`config.mk`:
```
export PLATFORM = sky130hd
export DESIGN_NAME = frame_extremum_tracker
export DESIGN_NICKNAME = d
export VERILOG_FILES = /design/src/rtl/frame_extremum_tracker.sv
export SDC_FILE = /design/constraint.sdc
export NUM_CORES = 1
export LEC_CHECK = 0
export BUFFER_PORTS_ARGS = -buffer_cell sky130_fd_sc_hd__buf_2
export CAP_MARGIN = 25
export CORE_MARGIN = 2
export CORE_UTILIZATION = 45
export CTS_CLUSTER_DIAMETER = 60
export DETAILED_ROUTE_END_ITERATION = 10
export PLACE_DENSITY = 0.68
export SYNTH_ARGS = -nofsm -noshare
export SYNTH_HDL_FRONTEND = slang
export SYNTH_SLANG_ARGS = --single-unit
```
`constraint.sdc`:
```
create_clock -name clk -period 2.7 [get_ports clk]
set_input_delay 0.81 -clock clk [delete_from_list [all_inputs] [get_ports clk]]
set_output_delay 0.81 -clock clk [all_outputs]
set_load 0.01 [all_outputs]
```
`src/rtl/frame_extremum_tracker.sv`:
```
// Per-frame running max/min tracker with first-occurrence indices, built on
// two cmp_n magnitude comparators; one result word is handed off per frame.

module cmp_n #(
  parameter int N = 8
) (
  input  logic [N-1:0] i_a,
  input  logic [N-1:0] i_b,
  output logic         o_go,
  output logic         o_eo,
  output logic         o_lo
);
  assign o_go = (i_a > i_b);
  assign o_eo = (i_a == i_b);
  assign o_lo = (i_a < i_b);
endmodule

module frame_extremum_tracker #(
  parameter int N         = 8,
  parameter int FRAME_LEN = 16,
  parameter int IW        = $clog2(FRAME_LEN)
) (
  input  logic          clk,
  input  logic          rst,
  input  logic          in_valid,
  output logic          in_ready,
  input  logic [N-1:0]  in_data,
  input  logic          in_last,
  output logic          out_valid,
  input  logic          out_ready,
  output logic [N-1:0]  out_max,
  output logic [N-1:0]  out_min,
  output logic [IW-1:0] out_max_idx,
  output logic [IW-1:0] out_min_idx,
  output logic [IW:0]   out_cnt
);

  localparam logic [IW:0] LP_LEN = (IW + 1)'(FRAME_LEN);

  typedef enum logic {ST_ACCUM = 1'b0, ST_HOLD = 1'b1} state_t;

  state_t        r_state;
  state_t        w_state_nxt;
  logic          r_in_ready;
  logic          r_out_valid;
  logic          w_in_ready_nxt;
  logic          w_out_valid_nxt;
  logic [N-1:0]  r_max;
  logic [N-1:0]  r_min;
  logic [IW-1:0] r_max_idx;
  logic [IW-1:0] r_min_idx;
  logic [IW:0]   r_cnt;
  logic [N-1:0]  r_out_max;
  logic [N-1:0]  r_out_min;
  logic [IW-1:0] r_out_max_idx;
  logic [IW-1:0] r_out_min_idx;
  logic [IW:0]   r_out_cnt;
  logic [N-1:0]  w_max_upd;
  logic [N-1:0]  w_min_upd;
  logic [IW-1:0] w_max_idx_upd;
  logic [IW-1:0] w_min_idx_upd;
  logic [IW:0]   w_cnt_inc;
  logic          w_accept;
  logic          w_out_fire;
  logic          w_first;
  logic          w_frame_end;
  logic          w_go_max, w_eo_max, w_lo_max;
  logic          w_go_min, w_eo_min, w_lo_min;
  logic          w_take_max;
  logic          w_take_min;

  cmp_n #(.N(N)) u_cmp_max (
    .i_a  (in_data),
    .i_b  (r_max),
    .o_go (w_go_max),
    .o_eo (w_eo_max),
    .o_lo (w_lo_max)
  );

  cmp_n #(.N(N)) u_cmp_min (
    .i_a  (in_data),
    .i_b  (r_min),
    .o_go (w_go_min),
    .o_eo (w_eo_min),
    .o_lo (w_lo_min)
  );

  assign w_accept    = in_valid & r_in_ready;
  assign w_out_fire  = r_out_valid & out_ready;
  assign w_first     = (r_cnt == {(IW + 1){1'b0}});
  assign w_cnt_inc   = r_cnt + {{IW{1'b0}}, 1'b1};
  assign w_frame_end = w_accept & ((w_cnt_inc == LP_LEN) | in_last);
  // Only a clean one-hot comparator verdict may move an extremum; ties never do.
  assign w_take_max  = w_go_max & ~w_eo_max & ~w_lo_max;
  assign w_take_min  = w_lo_min & ~w_eo_min & ~w_go_min;

  // Candidate extrema after folding in the current beat.
  always_comb begin
    w_max_upd     = r_max;
    w_min_upd     = r_min;
    w_max_idx_upd = r_max_idx;
    w_min_idx_upd = r_min_idx;
    if (w_first) begin
      w_max_upd     = in_data;
      w_min_upd     = in_data;
      w_max_idx_upd = {IW{1'b0}};
      w_min_idx_upd = {IW{1'b0}};
    end else begin
      if (w_take_max) begin
        w_max_upd     = in_data;
        w_max_idx_upd = r_cnt[IW-1:0];
      end else begin
        w_max_upd     = r_max;
        w_max_idx_upd = r_max_idx;
      end
      if (w_take_min) begin
        w_min_upd     = in_data;
        w_min_idx_upd = r_cnt[IW-1:0];
      end else begin
        w_min_upd     = r_min;
        w_min_idx_upd = r_min_idx;
      end
    end
  end

  // FSM state register.
  always_ff @(posedge clk) begin
    if (rst) begin
      r_state <= ST_ACCUM;
    end else begin
      r_state <= w_state_nxt;
    end
  end

  // FSM next-state logic.
  always_comb begin
    w_state_nxt = r_state;
    case (r_state)
      ST_ACCUM: begin
        if (w_frame_end) w_state_nxt = ST_HOLD;
        else             w_state_nxt = ST_ACCUM;
      end
      ST_HOLD: begin
        if (w_out_fire) w_state_nxt = ST_ACCUM;
        else            w_state_nxt = ST_HOLD;
      end
      default: w_state_nxt = ST_ACCUM;
    endcase
  end

  // FSM outputs, computed for the upcoming state and registered below.
  always_comb begin
    w_in_ready_nxt  = 1'b0;
    w_out_valid_nxt = 1'b0;
    case (w_state_nxt)
      ST_ACCUM: begin
        w_in_ready_nxt  = 1'b1;
        w_out_valid_nxt = 1'b0;
      end
      ST_HOLD: begin
        w_in_ready_nxt  = 1'b0;
        w_out_valid_nxt = 1'b1;
      end
      default: begin
        w_in_ready_nxt  = 1'b0;
        w_out_valid_nxt = 1'b0;
      end
    endcase
  end

  // Handshake flags, running extrema and the held result word.
  always_ff @(posedge clk) begin
    if (rst) begin
      r_in_ready    <= 1'b0;
      r_out_valid   <= 1'b0;
      r_max         <= {N{1'b0}};
      r_min         <= {N{1'b0}};
      r_max_idx     <= {IW{1'b0}};
      r_min_idx     <= {IW{1'b0}};
      r_cnt         <= {(IW + 1){1'b0}};
      r_out_max     <= {N{1'b0}};
      r_out_min     <= {N{1'b0}};
      r_out_max_idx <= {IW{1'b0}};
      r_out_min_idx <= {IW{1'b0}};
      r_out_cnt     <= {(IW + 1){1'b0}};
    end else begin
      r_in_ready  <= w_in_ready_nxt;
      r_out_valid <= w_out_valid_nxt;
      if (w_accept) begin
        r_max     <= w_max_upd;
        r_min     <= w_min_upd;
        r_max_idx <= w_max_idx_upd;
        r_min_idx <= w_min_idx_upd;
        r_cnt     <= w_cnt_inc;
      end else if (w_out_fire) begin
        r_cnt     <= {(IW + 1){1'b0}};
      end else begin
        r_cnt     <= r_cnt;
      end
      if (w_frame_end) begin
        r_out_max     <= w_max_upd;
        r_out_min     <= w_min_upd;
        r_out_max_idx <= w_max_idx_upd;
        r_out_min_idx <= w_min_idx_upd;
        r_out_cnt     <= w_cnt_inc;
      end else begin
        r_out_max     <= r_out_max;
        r_out_min     <= r_out_min;
        r_out_max_idx <= r_out_max_idx;
        r_out_min_idx <= r_out_min_idx;
        r_out_cnt     <= r_out_cnt;
      end
    end
  end

  assign in_ready    = r_in_ready;
  assign out_valid   = r_out_valid;
  assign out_max     = r_out_max;
  assign out_min     = r_out_min;
  assign out_max_idx = r_out_max_idx;
  assign out_min_idx = r_out_min_idx;
  assign out_cnt     = r_out_cnt;

endmodule

```
After elaboration in Yosys (flattened, before gate mapping)
Cells that the tools add are included.

cells by class
  $add $sub $neg = 1
  magnitude comparators = 4
  equal/unequal tests = 3
  multiplexer cells = 15
  bitwise operators = 14
  reductions and logical operators = 2

operators by type and width
  kind                                          number
  two-way mux 8 bit                             4
  equality test 8 bit                           2
  > comparator 8 bit                            2
  < comparator 8 bit                            2
  two-way mux 4 bit                             4
  two-way mux 5 bit                             2
  bitwise AND 1 bit                             7
  NOT 1 bit                                     6
  one-hot mux 1 bit (2 select lines)            3
  adder 5 x 1 -> 5 bit (second input constant)  1
  equality test 5 bit (second input constant)   1
  zero test 5 bit                               1
  two-way mux 1 bit                             2
  nonzero test 2 bit                            1
  OR 1 bit                                      1

word-level totals
  flip-flop bits (word level) = 61
  input bits = 13
  output and inout bits = 31

Depth between registers and ports, before layout
Gate-level depths: netlist of run 1.

  depth in word-level cells = 8
  mapped depth = 9
  mapped depth without buffers = 8

Cells and area by module
Synthesis of run 1 repeated with hierarchy kept, for this count alone.

second synthesis, totals
  cell total of the unflattened synthesis = 372
  area total of the unflattened synthesis = 3380.7 µm²

by module, submodules not included
  module                  instances  cells an instance  area each (µm²)  sequential area each (µm²)
  frame_extremum_tracker  1          314                2930.3           1201.2
  cmp_n                   2          29                 225.2            0.0

Worst setup path after synthesis of run 1
OpenSTA, ideal clock, no wires.

  path kind = in2reg
  from = input port in_data[0]
  to = register r_out_min[1], in the netlist out_min[1]
  arrival time = 2.482 ns
  data required time = 2.614 ns
  setup slack = 0.132 ns
  cell stages on the path = 9
  path buffers = 1
  cells stage by stage = inv_1 ha_1 nand2b_1 a2111o_1 a31oi_2 buf_4 nor2_4 mux2i_1 a211oi_1

between the ends
  word-level cells in the longest chain between the ends = 6
  elaborated cells between the ends (all ways) = 9
  those cells by class = order compare (2); eq/ne (1); mux (2); bitwise (4)

RTL lines
  element                                                                     RTL line  RTL
  start, declared                                                             27        input logic [N-1:0] in_data,
  parallel branches: the longest is 3 deep, another holds < comparator 8 bit  --
  bitwise AND 1 bit (*)                                                       95        assign w_take_min = w_lo_min & ~w_eo_min & ~w_go_min;
  two-way mux 8 bit (*)                                                       116       if (w_take_min) begin
  two-way mux 8 bit (*)                                                       103       if (w_first) begin
  end signal, assigned                                                        182       r_out_min <= {N{1'b0}};
  end signal, assigned                                                        202       r_out_min <= w_min_upd;
  end signal, assigned                                                        208       r_out_min <= r_out_min;
  end, declared                                                               54        logic [N-1:0] r_out_min;

Every way passes the cells marked *.
A chain may end at the register's enable or synchronous reset.

Worst setup path in the final report of run 1
  from = input port in_data[0]
  to = register r_min_idx[1]

between the ends
  word-level cells in the longest chain between the ends = 6
  elaborated cells between the ends (all ways) = 9
  those cells by class = order compare (2); eq/ne (1); mux (2); bitwise (4)

RTL lines
  element                                                                     RTL line  RTL
  parallel branches: the longest is 3 deep, another holds < comparator 8 bit  --
  bitwise AND 1 bit (*)                                                       95
  two-way mux 4 bit (*)                                                       116
  two-way mux 4 bit (*)                                                       103
  end signal, assigned                                                        179       r_min_idx <= {IW{1'b0}};
  end signal, assigned                                                        193       r_min_idx <= w_min_idx_upd;
  end, declared                                                               51        logic [IW-1:0] r_min_idx;

Marks and branches as above.

==> results of run 1 <==
critical path, cell delays in order:
cell and delay, ns:
buf_2 0.09, inv_1 0.06, ha_1 0.29, nand2b_1 0.14, a2111o_1 0.41, a31oi_2 0.30
o21ai_2 0.26, a32oi_1 0.26, nor2_1 0.05
kinds of logic (layout without fill, tap and decap cells):
family / Yosys count / count (layout) / synth area share
AO/OA/AOI/OAI: 65 / 65 / 0.169
buffers and inverters: 36 / 92 / 0.0609
flip-flops: 60 / 60 / 0.403
AND/OR/NAND/NOR: 87 / 87 / 0.144
multiplexers: 40 / 40 / 0.135
adder cells (fa/ha/maj): 19 / 19 / 0.0798
XOR/XNOR: 3 / 3 / 0.00882
through the flow:
step / util / area [um2] / power, uW / instances
after floorplan: - / 2980 / 1160 / 310
after global placement: 0.518 / 3310 / 1240 / 427
after detailed placement: 0.518 / 3310 / 1250 / 427
after CTS: 0.544 / 3470 / 1940 / 443
after global routing: 0.544 / 3470 / 2010 / 443
final: 0.544 / 3470 / 1910 / 443
state kept, by name (all words and copies together), names as in the netlist:
register     flops
in_ready         1
out_cnt          5
out_max          8
out_max_idx      4
out_min          8
out_min_idx      4
r_cnt            5
r_max            8
r_max_idx        4
r_min            8
r_min_idx        4
r_state          1
power groups by stage:
stage | Sequential (uW) | Combinational, uW | Clock [uW]
floorplan | 960 | 196 | 0
global placement | 953 | 286 | 0
detailed placement | 954 | 292 | 0
CTS | 935 | 293 | 709
global route | 938 | 326 | 748
finish | 934 | 290 | 690
cell type report:
type,count,area [um2],area share
multi-input cells,214,1600,0.461
flip-flops and latches,60,1200,0.346
repair buffers,59,348,0.100
clock buffers,14,153,0.0440
well taps,77,96.3,0.0277
inverters,17,63.8,0.0184
clock inverters,2,10.0,0.00288
cell usage in the layout (no fill, tap or decap), drive strengths merged, types with 11 or more instances in the layout:
cell	n
ha	19
a211oi	17
a21oi	14
dfxtp	60
inv	17
buf	59
nor2	56
nand2	11
mux2i	39
clkbuf	14
per-layer routing:
metal	routed length [um]	global-route usage	share of wire
met2	2590	0.261	0.42
met3	255	0.0409	0.041
met5	0	0	0
met4	142	0.101	0.023
met1	3170	0.258	0.51
worst max-delay path by stage:
stage / startpoint / endpoint / slack [ns]
5_1_grt: in_data[0] / r_min[7] / 0.11
2_1_floorplan: in_data[0] / out_min[1] / 0.13
6_report: in_data[0] / r_min_idx[1] / 0.23
3_5_place_dp: in_data[0] / r_min_idx[1] / -0.12
3_3_place_gp: in_data[0] / out_min_idx[3] / -0.07
4_1_cts: in_data[0] / r_min_idx[1] / 0.23
==> flow_metrics.env, run 1 <==
export IMPL_status="finished clean"
export IMPL_synth_top_area_share=0.403
export IMPL_ys_warn_count=0
export IMPL_finClkSkew_ns=0.00730
export IMPL_synth_ff_type="dfxtp_1"
export IMPL_cap_violations=0
export IMPL_io_buffers=43
export IMPL_numCtsBuffers=9
export IMPL_synth_seq_cells=60
export IMPL_ant_nets=0
export IMPL_period_minus_slack_ns=2.47
export IMPL_syn_area_um2=2980
export IMPL_clk_latency_ns=0.34
export IMPL_relSlewSlack=0.547
export IMPL_clkTransAtPathRegs_ns=0.06
export IMPL_worstSetupEndpointType="flip-flop"
export IMPL_yosys_top_cells_area="dfxtp_1 40%, mux2i_1 13%, ha_1 8.0%"
export IMPL_reg2reg_to="r_min_idx[1]"
export IMPL_power_share_switching=0.270
export IMPL_synth_nets=342
export IMPL_cts_path_max_buffers=2
export IMPL_grt_max_degree=54
export IMPL_antenna_cells=0
export IMPL_hp_class="reg -> reg"
export IMPL_r2r_start="r_min[0]"
export IMPL_grt_use_total=0.184
export IMPL_power_frac_comb=0.152
export IMPL_drt_iter0_markers=109
export IMPL_post_cts_setup_buffer_count=0
export IMPL_yosysUniqueCellTypes=47
export IMPL_async_flop_share=0
export IMPL_hpwl_mm=4.36
export IMPL_yosysMostFrequentCell="dfxtp_1"
export IMPL_whs_endpoint="r_max_idx[3]"
export IMPL_die_area_um2=7290
export IMPL_path_max_fanout=12
export IMPL_finalHoldViolCount=0
export IMPL_synth_edf_count=0
export IMPL_dieWidth_um=85.4
export IMPL_min_delay_start="r_max_idx[3]"
export IMPL_antenna_found_initial=0
export IMPL_area_delta_synth_final_pct=16.5
export IMPL_synth_top_cell_by_area="dfxtp_1"
export IMPL_pre_cts_slack_ns=-0.116
export IMPL_grt_pass1_vias=2280
export IMPL_p_int_uw=1400
export IMPL_io_pins=44
export IMPL_total_leakage_power_uw=0.00146
export IMPL_tns_ns=0
export IMPL_start_util=0.467
export IMPL_row_count=29
export IMPL_layout_nets=393
export IMPL_max_freq_ghz=0.405
export IMPL_yosysSeqAreaShare=0.403
export IMPL_synthTopCellsByCount="60 x dfxtp_1, 53 x nor2_1, 39 x mux2i_1, 19 x ha_1, 17 x inv_1"
export IMPL_p_clk_frac=0.360
export IMPL_gp_congestion=0.811
export IMPL_vdd_drop_max_mv=0.282
export IMPL_vias_per_cell=5.21
export IMPL_vias=2310
export IMPL_drtPass1Iterations=4
export IMPL_die_y_um=85.4
export IMPL_min_delay_path_depth=2
export IMPL_cts_resized=0
export IMPL_fp_coreArea_um2=6390
export IMPL_criticalPathCategory="in -> reg"
export IMPL_syn_avg_cell_area_um2=9.61
export IMPL_worst_slew_pin_slew_ns=0.680
export IMPL_worstPathArrival_ns=2.68
export IMPL_num_fill_cells=585
export IMPL_cts_hold_buffers=0
export IMPL_globalRouteOverflowTotal=0
export IMPL_r2r_slack_ns=0.52
export IMPL_clock_sinks=60
export IMPL_p_sw_uw=517
export IMPL_setup_viol=0
export IMPL_h_tree_depth=3
export IMPL_p_per_area_nw_per_um2=551
export IMPL_cts_tree="built"
export IMPL_timing_final_crit_share=0.915
export IMPL_clock_root_buffer="clkbuf_8"
export IMPL_wl_per_cell_um=13.9
export IMPL_drv_slew=0
export IMPL_routed_wl_mm=6.16
export IMPL_syn_inst=310
export IMPL_start_kind="input pin"
export IMPL_worst_slack_ns=0.229
export IMPL_drc=0
export IMPL_rsz0062_at_grt="false"
export IMPL_pwr_share_seq=0.488
export IMPL_grt_pass1_wl_mm=10.6
export IMPL_drive_gt1_frac=0.240
export IMPL_reg2reg_depth=7
export IMPL_holdWs_ns=0.459
export IMPL_crit_required_ns=2.91
Note: power is estimated with default switching activity, not from simulation.
==> run 2: changes to the inputs <==
PLACE_DENSITY = default   (was 0.68)
PLACE_DENSITY_LB_ADDON = 0.2   (was default)
==> run 2 against run 1 <==
Effect of this change:
- combinational power hardly changed
- total power is 1.3% higher
- critical path depth stayed put
- highest routed layer unchanged
- largest power group unchanged
- maximum frequency is 3.0% lower
- critical endpoint is now r_min[0]
==> flow_metrics.env, run 2 (same netlist as run 1, synthesis figures left out) <==
export IMPL_numCtsBuffers=9
export IMPL_drtPass1Iterations=4
export IMPL_grt_pass1_wl_mm=10.7
export IMPL_total_leakage_power_uw=0.00146
export IMPL_rsz0062_at_grt="false"
export IMPL_dieWidth_um=85.4
export IMPL_layout_common_cells="60 x dfxtp_1, 52 x nor2_1, 43 x buf_2"
export IMPL_die_y_um=85.4
export IMPL_final_common_cell="dfxtp_1"
export IMPL_fp_coreArea_um2=6390
export IMPL_final_cell_count_no_fill=441
export IMPL_max_freq_ghz=0.393
export IMPL_whs_endpoint="out_cnt[1]"
export IMPL_relSlewSlack=0.516
export IMPL_grt_use_total=0.186
export IMPL_status="finished clean"
export IMPL_r2r_slack_ns=0.42
export IMPL_area_delta_synth_final_pct=16.5
export IMPL_antenna_found_initial=0
export IMPL_postPlaceCellArea_um2=3300
export IMPL_clock_sinks=60
export IMPL_crit_required_ns=2.92
export IMPL_cap_violations=0
export IMPL_grt_pass1_vias=2210
export IMPL_clkTransAtPathRegs_ns=0.07
export IMPL_period_minus_slack_ns=2.55
export IMPL_cts_resized=0
export IMPL_start_util=0.467
export IMPL_path_max_fanout=12
export IMPL_die_area_um2=7290
export IMPL_post_cts_setup_buffer_count=0
export IMPL_drv_slew=0
export IMPL_reg2reg_to="r_min[0]"
export IMPL_routed_wl_mm=6.19
export IMPL_drive_gt1_frac=0.242
export IMPL_worstSetupEndpointType="flip-flop"
export IMPL_gp_congestion=0.793
export IMPL_cts_tree="built"
export IMPL_p_per_area_nw_per_um2=559
export IMPL_io_buffers=43
export IMPL_hp_class="reg -> reg"
export IMPL_grt_max_degree=31
export IMPL_clock_root_buffer="clkbuf_8"
export IMPL_antenna_cells=0
export IMPL_finClkSkew_ns=0.00809
export IMPL_cts_hold_buffers=0
export IMPL_dpl_cell_count=426
export IMPL_reg2reg_depth=7
export IMPL_min_delay_path_depth=2
export IMPL_criticalPathCategory="in -> reg"
export IMPL_finalHoldViolCount=0
export IMPL_ant_nets=0
export IMPL_r2r_start="r_min[0]"
export IMPL_row_count=29
export IMPL_vias=2319
export IMPL_worstPathArrival_ns=2.77
export IMPL_holdWs_ns=0.456
export IMPL_layout_nets=392
export IMPL_h_tree_depth=3
export IMPL_cts_path_max_buffers=2
export IMPL_timing_final_crit_share=0.943
export IMPL_stdcell_area_um2=3470
export IMPL_worst_slew_pin_slew_ns=0.726
export IMPL_globalRouteOverflowTotal=0
export IMPL_setup_viol=0
export IMPL_clk_latency_ns=0.34
export IMPL_wl_per_cell_um=14.0
export IMPL_drt_iter0_markers=128
export IMPL_min_delay_start="out_cnt[1]"
export IMPL_vias_per_cell=5.26
export IMPL_start_kind="input pin"
export IMPL_hpwl_mm=4.39
export IMPL_drc=0
export IMPL_io_pins=44
export IMPL_vdd_drop_max_mv=0.372
[run 2: changes by cell type in the layout (fill, tap and decap cells not counted), sizes merged]
cell	change
clkbuf	-1
buf	-1
[run 2: power breakdown]
part           total, uW  switching (uW)  leakage (uW)  internal, uW
logic                287             165      0.000887           122
registers            937            20.2      0.000488           917
clock network        714             339     0.0000893           376
[run 2: how the worst max path moves through the flow]
stage | startpoint | end | slack, ns | cells after the start
5_1_grt | in_data[0] | r_min_idx[0] | 0.05 | 9
3_3_place_gp | in_data[0] | r_min_idx[1] | -0.10 | 9
3_5_place_dp | in_data[0] | r_min_idx[0] | -0.17 | 9
6_report | in_data[0] | r_min[0] | 0.15 | 9
4_1_cts | in_data[0] | r_min_idx[0] | 0.19 | 9
2_1_floorplan | in_data[0] | out_min[1] | 0.13 | 9
[run 2: worst max-delay path: stages]
cell and delay, ns:
buf_2 0.09, inv_1 0.05, ha_1 0.28, nand2b_1 0.14, a2111o_1 0.41, a31oi_2 0.34, o21ai_2 0.29, mux2i_1 0.28
nor2_1 0.07
[run 2: layer usage]
metal  track usage  wire length (um)  vias up
met5             0                 0        -
met4         0.102               134        0
met3        0.0418               229       12
met2         0.261              2540       47
met1         0.263              3290     1059
li1              -                 -     1201
[run 2: area by class of cell]
class / count / area, um2
Tap cell: 77 / 96.3
Sequential cell: 60 / 1200
Clock inverter: 2 / 10.0
Timing Repair Buffer: 58 / 340
Fill cell: 609 / 2920
Clock buffer: 13 / 159
Multi-Input combinational cell: 214 / 1600
Inverter: 17 / 63.8
[run 2: through the flow]
| stage | power [uW] | utilization | setup TNS, ns | setup WS, ns |
|---|---|---|---|---|
| after CTS | 1960 | 0.543 | 0 | 0.189 |
| after floorplan | 1160 | - | 0 | 0.132 |
| after global routing | 2030 | 0.543 | 0 | 0.0523 |
| after global placement | 1240 | 0.517 | -1.25 | -0.102 |
| after detailed placement | 1250 | 0.517 | -2.22 | -0.172 |
| final | 1940 | 0.543 | 0 | 0.153 |
==> run 3: changes to the inputs <==
PLACE_DENSITY = 0.7   (was default)
PLACE_DENSITY_LB_ADDON = default   (was 0.2)
==> run 3 against run 2 <==
Effect of this change:
- first-iteration DRC count is 18% lower
- worst hold slack worse by 0.00062 ns
- maximum frequency is 3.3% higher
- via count is 1.2% higher
- global-route usage is 0.38 points lower
- setup slack better by 0.081 ns
- sequential power hardly changed
- combinational power is 3% higher
- clock-buffer cell count is 1 lower
- design area is 3.2% higher
==> flow_metrics.env, run 3 (same netlist as run 1, synthesis figures left out) <==
export IMPL_finClkSkew_ns=0.00665
export IMPL_post_cts_setup_buffer_count=0
export IMPL_crit_required_ns=2.92
export IMPL_r2r_slack_ns=0.50
export IMPL_vias_per_cell=5.26
export IMPL_h_tree_depth=3
export IMPL_dpl_cell_count=430
export IMPL_drv_slew=0
export IMPL_drc=0
export IMPL_final_cell_count_no_fill=446
export IMPL_rsz0062_at_grt="false"
export IMPL_hpwl_mm=4.40
export IMPL_tns_ns=0
export IMPL_grt_pass1_wl_mm=10.4
export IMPL_final_common_cell="dfxtp_1"
export IMPL_grt_use_total=0.182
export IMPL_io_buffers=43
export IMPL_path_max_fanout=12
export IMPL_vdd_drop_max_mv=0.302
export IMPL_clkTransAtPathRegs_ns=0.07
export IMPL_grt_max_degree=54
export IMPL_start_util=0.467
export IMPL_globalRouteOverflowTotal=0
export IMPL_holdWs_ns=0.455
export IMPL_cap_violations=0
export IMPL_r2r_start="r_cnt[2]"
export IMPL_hp_class="reg -> reg"
export IMPL_io_pins=44
export IMPL_clock_root_buffer="clkbuf_8"
export IMPL_regArea_um2=1200
export IMPL_dieWidth_um=85.4
export IMPL_clock_sinks=60
export IMPL_stdcell_area_um2=3580
export IMPL_total_leakage_power_uw=0.00152
export IMPL_timing_final_crit_share=0.914
export IMPL_min_delay_path_depth=2
export IMPL_routed_wl_mm=6.19
export IMPL_layout_common_cells="60 x dfxtp_1, 52 x nor2_1, 43 x buf_2"
export IMPL_num_fill_cells=589
export IMPL_fp_coreArea_um2=6390
export IMPL_ant_nets=0
export IMPL_wl_per_cell_um=13.9
export IMPL_drtPass1Iterations=4
export IMPL_die_y_um=85.4
export IMPL_grt_pass1_vias=2158
export IMPL_vias=2347
export IMPL_worstPathArrival_ns=2.68
export IMPL_reg2reg_depth=7
export IMPL_p_per_area_nw_per_um2=626
export IMPL_drt_iter0_markers=105
export IMPL_setup_viol=0
export IMPL_min_delay_start="out_cnt[1]"
export IMPL_max_freq_ghz=0.405
export IMPL_numCtsBuffers=9
export IMPL_drive_gt1_frac=0.255
export IMPL_relSlewSlack=0.531
export IMPL_cts_resized=0
export IMPL_worstSetupEndpointType="flip-flop"
export IMPL_row_count=29
export IMPL_antenna_cells=0
export IMPL_multi_input_area_um2=1600
export IMPL_status="finished clean"
export IMPL_criticalPathCategory="in -> reg"
export IMPL_clk_latency_ns=0.35
export IMPL_whs_endpoint="out_cnt[1]"
export IMPL_cts_path_max_buffers=2
export IMPL_layout_nets=396
export IMPL_die_area_um2=7290
export IMPL_worst_slew_pin_slew_ns=0.704
export IMPL_cts_hold_buffers=0
export IMPL_gp_congestion=0.819
export IMPL_reg2reg_to="out_max[2]"
export IMPL_antenna_found_initial=0
export IMPL_area_delta_synth_final_pct=20.2
export IMPL_postPlaceCellArea_um2=3330
export IMPL_period_minus_slack_ns=2.47
export IMPL_start_kind="input pin"
export IMPL_cts_tree="built"
export IMPL_finalHoldViolCount=0
run 3: metal layers:
layer,wire length (um),GRT usage,vias to the layer above
met3,371,0.0642,10
met1,3030,0.255,1078
met2,2700,0.260,50
met5,0,0,-
li1,-,-,1209
met4,93,0.0649,0
run 3: area by class of cell:
cell class / instances / area share
multi-input cells: 214 / 0.447
flip-flops and latches: 60 / 0.335
repair buffers: 62 / 0.103
clock buffers: 12 / 0.0433
well taps: 77 / 0.0269
clock inverters: 4 / 0.0265
inverters: 17 / 0.0178
run 3: worst max-delay path by stage:
stage / start / endpoint / depth (start not counted)
4_1_cts: in_data[0] / r_min[0] / 9
3_3_place_gp: in_data[0] / r_min_idx[2] / 9
2_1_floorplan: in_data[0] / out_min[1] / 9
3_5_place_dp: in_data[0] / r_min_idx[1] / 9
6_report: in_data[0] / r_min_idx[1] / 9
5_1_grt: in_data[0] / r_min_idx[2] / 9
run 3: worst max-delay path: stages:
cell      delay [ns]
buf_2           0.09
inv_1           0.06
ha_1            0.28
nand2b_1        0.14
a2111o_1        0.42
a31oi_2         0.30
o21ai_2         0.27
a32oi_1         0.25
nor2_1          0.05
run 3: stage by stage:
stage,setup WS [ns],util,power [uW]
2_1_floorplan,0.132,-,1160
3_3_place_gp,-0.0609,0.522,1240
3_5_place_dp,-0.116,0.522,1250
4_1_cts,0.240,0.561,2260
5_1_grt,0.141,0.561,2330
6_report,0.233,0.561,2240
run 3: power breakdown:
group          leakage, uW  internal (uW)  total [uW]  switching [uW]
Clock             0.000127            662        1010             350
Combinational     0.000906            126         295             168
Sequential        0.000488            916         934            17.9
Total              0.00152           1700        2240             537
